File: src/rtl/display_scan_controller_pkg.sv
// rtl/display_scan_controller_pkg.sv - shared types and helpers for the display scan controller
package display_pkg;

    typedef enum logic [1:0] {
        IDLE    = 2'd0,
        CONVERT = 2'd1,
        UPDATE  = 2'd2
    } state_t;

    localparam logic [3:0] BLANK_CODE = 4'hF;

    function automatic int step_width(input int data_width);
        return (data_width > 1) ? $clog2(data_width) : 1;
    endfunction

endpackage

File: src/rtl/bcd_serial_converter.sv
// rtl/bcd_serial_converter.sv - serial double-dabble binary to BCD converter with overflow flag
module bcd_serial_converter
    import display_pkg::*;
#(
    parameter int DATA_WIDTH = 16,
    parameter int NUM_DIGITS = 5
) (
    input  logic                    clock,
    input  logic                    reset_n,
    input  logic [DATA_WIDTH-1:0]   value,
    input  logic                    load,
    output logic                    busy,
    output logic                    done,
    output logic                    overflow,
    output logic [4*NUM_DIGITS-1:0] bcd
);

    localparam int BW = 4 * NUM_DIGITS;
    localparam int SW = step_width(DATA_WIDTH);
    localparam logic [SW-1:0] LAST_STEP = SW'(DATA_WIDTH - 1);

    state_t                state_q, state_d;
    logic [DATA_WIDTH-1:0] shift_q, shift_d;
    logic [BW-1:0]         work_q, work_d;
    logic [BW-1:0]         disp_q, disp_d;
    logic                  ovf_q, ovf_d;
    logic                  pend_q, pend_d;
    logic [SW-1:0]         step_q, step_d;
    logic [BW-1:0]         adj;

    always_comb begin
        state_d = state_q;
        shift_d = shift_q;
        work_d  = work_q;
        disp_d  = disp_q;
        ovf_d   = ovf_q;
        pend_d  = pend_q;
        step_d  = step_q;
        adj     = work_q;
        for (int i = 0; i < NUM_DIGITS; i++) begin
            if (work_q[4*i +: 4] >= 4'd5) begin
                adj[4*i +: 4] = work_q[4*i +: 4] + 4'd3;
            end
        end
        case (state_q)
            IDLE: begin
                if (load) begin
                    shift_d = value;
                    work_d  = '0;
                    step_d  = '0;
                    pend_d  = 1'b0;
                    state_d = CONVERT;
                end
            end
            CONVERT: begin
                // a bit leaving the top nibble means the value needs more digits than we have
                work_d  = {adj[BW-2:0], shift_q[DATA_WIDTH-1]};
                shift_d = {shift_q[DATA_WIDTH-2:0], 1'b0};
                pend_d  = pend_q | adj[BW-1];
                step_d  = step_q + 1'b1;
                if (step_q == LAST_STEP) begin
                    state_d = UPDATE;
                end
            end
            UPDATE: begin
                disp_d  = work_q;
                ovf_d   = pend_q;
                state_d = IDLE;
            end
            default: state_d = IDLE;
        endcase
    end

    always_ff @(posedge clock or negedge reset_n) begin
        if (!reset_n) begin
            state_q <= IDLE;
            shift_q <= '0;
            work_q  <= '0;
            disp_q  <= '0;
            ovf_q   <= 1'b0;
            pend_q  <= 1'b0;
            step_q  <= '0;
        end else begin
            state_q <= state_d;
            shift_q <= shift_d;
            work_q  <= work_d;
            disp_q  <= disp_d;
            ovf_q   <= ovf_d;
            pend_q  <= pend_d;
            step_q  <= step_d;
        end
    end

    assign busy     = (state_q != IDLE);
    assign done     = (state_q == UPDATE);
    // the fresh flag is already final during the done cycle
    assign overflow = done ? pend_q : ovf_q;
    assign bcd      = disp_q;

endmodule

File: src/rtl/display_scan_controller.sv
// rtl/display_scan_controller.sv - BCD conversion plus round-robin 7-segment digit scanner
module display_scan_controller
    import display_pkg::*;
#(
    parameter int DATA_WIDTH  = 16,
    parameter int NUM_DIGITS  = 5,
    parameter int REFRESH_DIV = 50000,
    parameter int BLANK_ZEROS = 1
) (
    input  logic                  clock,
    input  logic                  reset_n,
    input  logic [DATA_WIDTH-1:0] value,
    input  logic                  load,
    output logic                  busy,
    output logic                  done,
    output logic                  overflow,
    output logic [3:0]            bcd_digit,
    output logic [NUM_DIGITS-1:0] digit_select
);

    localparam int CW = (REFRESH_DIV > 1) ? $clog2(REFRESH_DIV) : 1;
    localparam int IW = (NUM_DIGITS > 1) ? $clog2(NUM_DIGITS) : 1;

    logic [4*NUM_DIGITS-1:0] disp;
    logic [CW-1:0]           cnt_q, cnt_d;
    logic [IW-1:0]           idx_q, idx_d;
    logic [NUM_DIGITS-1:0]   sel_q, sel_d;
    logic [3:0]              nib_q, nib_d;
    logic                    zero_run;

    bcd_serial_converter #(
        .DATA_WIDTH (DATA_WIDTH),
        .NUM_DIGITS (NUM_DIGITS)
    ) u_conv (
        .clock    (clock),
        .reset_n  (reset_n),
        .value    (value),
        .load     (load),
        .busy     (busy),
        .done     (done),
        .overflow (overflow),
        .bcd      (disp)
    );

    always_comb begin
        cnt_d    = cnt_q + 1'b1;
        idx_d    = idx_q;
        sel_d    = '1;
        nib_d    = disp[3:0];
        zero_run = 1'b1;
        if (cnt_q == CW'(REFRESH_DIV - 1)) begin
            cnt_d = '0;
            idx_d = (idx_q == IW'(NUM_DIGITS - 1)) ? '0 : idx_q + 1'b1;
        end
        // walk from the top digit down so zero_run covers this digit and everything above it
        for (int i = NUM_DIGITS - 1; i >= 0; i--) begin
            zero_run = zero_run && (disp[4*i +: 4] == 4'd0);
            if (idx_q == IW'(i)) begin
                sel_d[i] = 1'b0;
                if ((BLANK_ZEROS != 0) && (i > 0) && zero_run) begin
                    nib_d = BLANK_CODE;
                end else begin
                    nib_d = disp[4*i +: 4];
                end
            end
        end
    end

    always_ff @(posedge clock or negedge reset_n) begin
        if (!reset_n) begin
            cnt_q <= '0;
            idx_q <= '0;
            sel_q <= ~(NUM_DIGITS'(1));
            nib_q <= 4'h0;
        end else begin
            cnt_q <= cnt_d;
            idx_q <= idx_d;
            sel_q <= sel_d;
            nib_q <= nib_d;
        end
    end

    assign digit_select = sel_q;
    assign bcd_digit    = nib_q;

endmodule

File: config.mk
export PLATFORM = sky130hd
export DESIGN_NAME = display_scan_controller
export DESIGN_NICKNAME = d
export VERILOG_FILES = /design/src/rtl/display_scan_controller_pkg.sv /design/src/rtl/bcd_serial_converter.sv /design/src/rtl/display_scan_controller.sv
export SDC_FILE = /design/constraint.sdc
export NUM_CORES = 1
export LEC_CHECK = 0
export BUFFER_PORTS_ARGS = -buffer_cell sky130_fd_sc_hd__buf_2
export CORE_MARGIN = 2
export CORE_UTILIZATION = 50
export CTS_CLUSTER_DIAMETER = 200
export CTS_CLUSTER_SIZE = 30
export DETAILED_ROUTE_END_ITERATION = 8
export PLACE_DENSITY_LB_ADDON = 0.25
export SYNTH_ARGS = -nofsm -noshare
export SYNTH_HDL_FRONTEND = slang
export SYNTH_SLANG_ARGS = --single-unit
File: constraint.sdc
create_clock -name clock -period 1.73 [get_ports clock]
set_input_delay 0.2595 -clock clock [delete_from_list [all_inputs] [get_ports clock]]
set_output_delay 0.2595 -clock clock [all_outputs]
set_load 0.03 [all_outputs]
==> run metrics <==
status=finished clean; #FFs+latches synth=92; 1st-pass router iterations=4; GPL Wtd Cong=a little under 0.9; drc violations=0; critical path's slowest cell=or4b_4; drt via density=5.526; Netlist cell types=41; vias in the first global route=about 3.3k; share of layout cells above drive strength 1=about a quarter; Synth Instances=451; antenna viol nets, final=0; synth top area cells=dfrtp_1 49%, o21ai_0 5.6%, ha_1 4.7%, nand2_1 4.6%, mux2_2 4.0%; Critical path buffers and inverters=0; Starting Density=51.68%; Crit Path Max Fanout=4; setup TNS=0 ns; R2R cell count=3; nets=approximately 550; critical hold path startpoint=load; I/O Pins=31; clock share of power=approximately 23%; IO Port Bufs=30; part of the cycle the worst path needs=a little over nine tenths; Gate power share=37.5%; leakage=2.512 nW; TritonCTS Buffers=9; clk buf depth=2; Worst setup EP type=register; Register Area=2310 um2; critical path required time=approximately 2.0 ns; Die Width=~99 um; adder-cell area share of the yosys netlist=around 4.7%; cells along the critical path=or4b_4 -> nor4_4 -> mux2_2; Reg-to-Reg Start=cnt_q[7]; ys async rst share=100.0%; Worst-path clk slew=about 0.09 ns; P_sw=about 2.9 mW; sequential fraction of design power=39.6%; Core Rows=34; first-pass GRT wire length=~15000 um; Yosys top cell area share=between 40% and 50%; Antenna diodes=0; GRT Total Usage=between 10% and 20%; Avg WL per Cell=~14 um; initial antenna violation count=0; CP arrival=between 1.5 and 2 ns; Clock Latency Late Sink=0.35 ns; Tot Pwr=approximately 8.3 mW; GR Overflow Total=0; mux cell area share after synthesis=~4.4%; filler instances=~690; utilization after layout=roughly 62%; largest net degree at the start of global routing=41; Mapped Area=approximately 4500 um2; Die Ht=roughly 99 um; FMAX=about 0.59 GHz; CTS tree=built; sequential share of the synthesized area=50.94%; Detailed Route WL=8955 um; area delta synth->final=20.55%; Clock Skew=0.008625 ns; HP Class=in2reg; final setup fails=0; final hold vios=0; power per cell area=~1500 nW/um2; H-tree depth=3; R2R Setup Slk=0.05 ns; switch share=35.02%; RSZ-0062 raised after global routing=true; Die ar.=just under 10000 um2; IR drop worst, VDD=between 0.0007 and 0.0008 V; most instantiated library cell after synthesis=dfrtp_1; Worst Hold Depth=4; internal power component=around 5.4 mW; max_slew headroom=about two thirds; Critical R2R Capture=idx_q[2]; worst slew pin tran=0.4973 ns; Yosys Warn Count=0; Worst Setup Start Kind=register; area leader, netlist=dfrtp_1; max-slew violations=0; Top delay family on crit path=simple AND/OR/NAND/NOR gates; max cap viols=0; Post-synth EDFFs=0; synth cell count leaders=88 x dfrtp_1, 56 x nand2_1, 51 x o21ai_0; syn avg cell area=between 10 and 15 um2; main combinational cell family by area after synthesis=simple AND/OR/NAND/NOR gates; Mapped Nets=between 400 and 500; Core ar.=approximately 8800 um2; Post-Synth Simple-Gate Area=17.13%; Fin Hold WS=roughly 0.28 ns; Main synth FF type=dfrtp_1; Worst Hold End=u_conv.shift_q[1]; CP Class=reg2reg; post-synthesis compound-gate area fraction=about 15%; Tmin final=roughly 1.7 ns; clock sink count=92; DR iter-0 viols=slightly below 100; DR vias=3448; slowest stage delay, CP=roughly 0.55 ns; XOR/XNOR share of the synthesized area=4.641%; multi-input combinational cell area=~2100 um2; dpl hpwl=~6000 um; CTS Root Cell=clkbuf_8
[worst register-to-register path: cells and delay by family (launching register included)]
family | cells | cell delay [ns]
mux | 1 | 0.37
flops | 1 | 0.40
simple gates | 2 | 0.81
[stage by stage]
step | std cells | worst slack [ns] | area, um2
final | 624 | 0.04551 | 5460
after CTS | 620 | 0.003550 | 5336
after floorplan | 451 | 0.01272 | 4536
after global routing | 624 | -0.01745 | 5460
after global placement | 603 | 0.05698 | 5041
after detailed placement | 603 | 0.009744 | 5041
[worst max path at each step]
stage	start	end	slack (ns)	depth (start not counted)
6_report	cnt_q[7]	idx_q[2]	0.05	3
5_1_grt	u_conv.state_q[0]	busy	-0.02	3
4_1_cts	u_conv.state_q[0]	done	0.004	4
3_5_place_dp	idx_q[1]	bcd_digit[0]	0.01	5
3_3_place_gp	idx_q[0]	bcd_digit[2]	0.06	5
2_1_floorplan	idx_q[0]	bcd_digit[2]	0.01	5
[per-layer routing]
| layer | GRT usage, % | part of all wire (%) | vias up |
|---|---|---|---|
| met5 | 0 | 0 | - |
| met4 | 6.849 | 0.77 | 0 |
| met3 | 2.530 | 4.2 | 6 |
| met2 | 29.52 | 46 | 74 |
| met1 | 28.16 | 49 | 1672 |
| li1 | - | - | 1696 |
[layout make-up]
type | count | share of cell area [%]
Sequential cell | 92 | 42.30
Multi-Input combinational cell | 317 | 39.28
Timing Repair Buffer | 70 | 9.464
Clock buffer | 10 | 2.521
Tap cell | 108 | 2.475
Clock inverter | 6 | 2.452
Inverter | 21 | 1.512
[cell families after synthesis]
group	count (synthesis)
adders and majority gates	17
DFF	92
and+or+nand+nor	147
xor gates and xnor gates	24
AOI/OAI and AO/OA	111
buffers and inverters	42
muxes	18
[flip-flops by register name, indices dropped and copies added, names as in the netlist]
| signal | count |
|---|---|
| u_conv.shift_q | 16 |
| u_conv.ovf_q | 1 |
| u_conv.pend_q | 1 |
| u_conv.work_q | 20 |
| bcd_digit | 4 |
| u_conv.bcd | 20 |
| u_conv.step_q | 4 |
| idx_q | 3 |
| cnt_q | 16 |
| digit_select | 5 |
| u_conv.state_q | 2 |
[power by group through the flow]
stage | combinational, mW | sequential, mW | clock (mW)
final | 3.13 | 3.31 | 1.90
after global routing | 3.54 | 3.40 | 2.02
after CTS | 3.06 | 3.29 | 1.94
after detailed placement | 3.04 | 3.33 | 0
after global placement | 2.93 | 3.29 | 0
after floorplan | 2.13 | 3.22 | 0
[layout by cell type, fill, tap and decap left out, types with 14 or more instances in the layout]
| cell type | n |
|---|---|
| inv_1 | 17 |
| mux2_2 | 16 |
| o21ai_0 | 50 |
| xnor2_1 | 14 |
| buf_2 | 29 |
| buf_4 | 33 |
| a21oi_1 | 25 |
| nand2_1 | 55 |
| nor3b_1 | 15 |
| dfrtp_1 | 86 |
| nor2_1 | 19 |
[what timing repair did]
| item | 4_1_cts | 5_1_grt |
|---|---|---|
| resized for setup | 4 | 28 |
| setup buffers | 0 | 4 |
| setup endpoints to repair | 5 | 12 |
| hold buffers | 1 | 0 |
| pin swaps | 1 | 8 |
| hold endpoints to repair | 14 | 0 |
(Power assumes the default switching activity.)
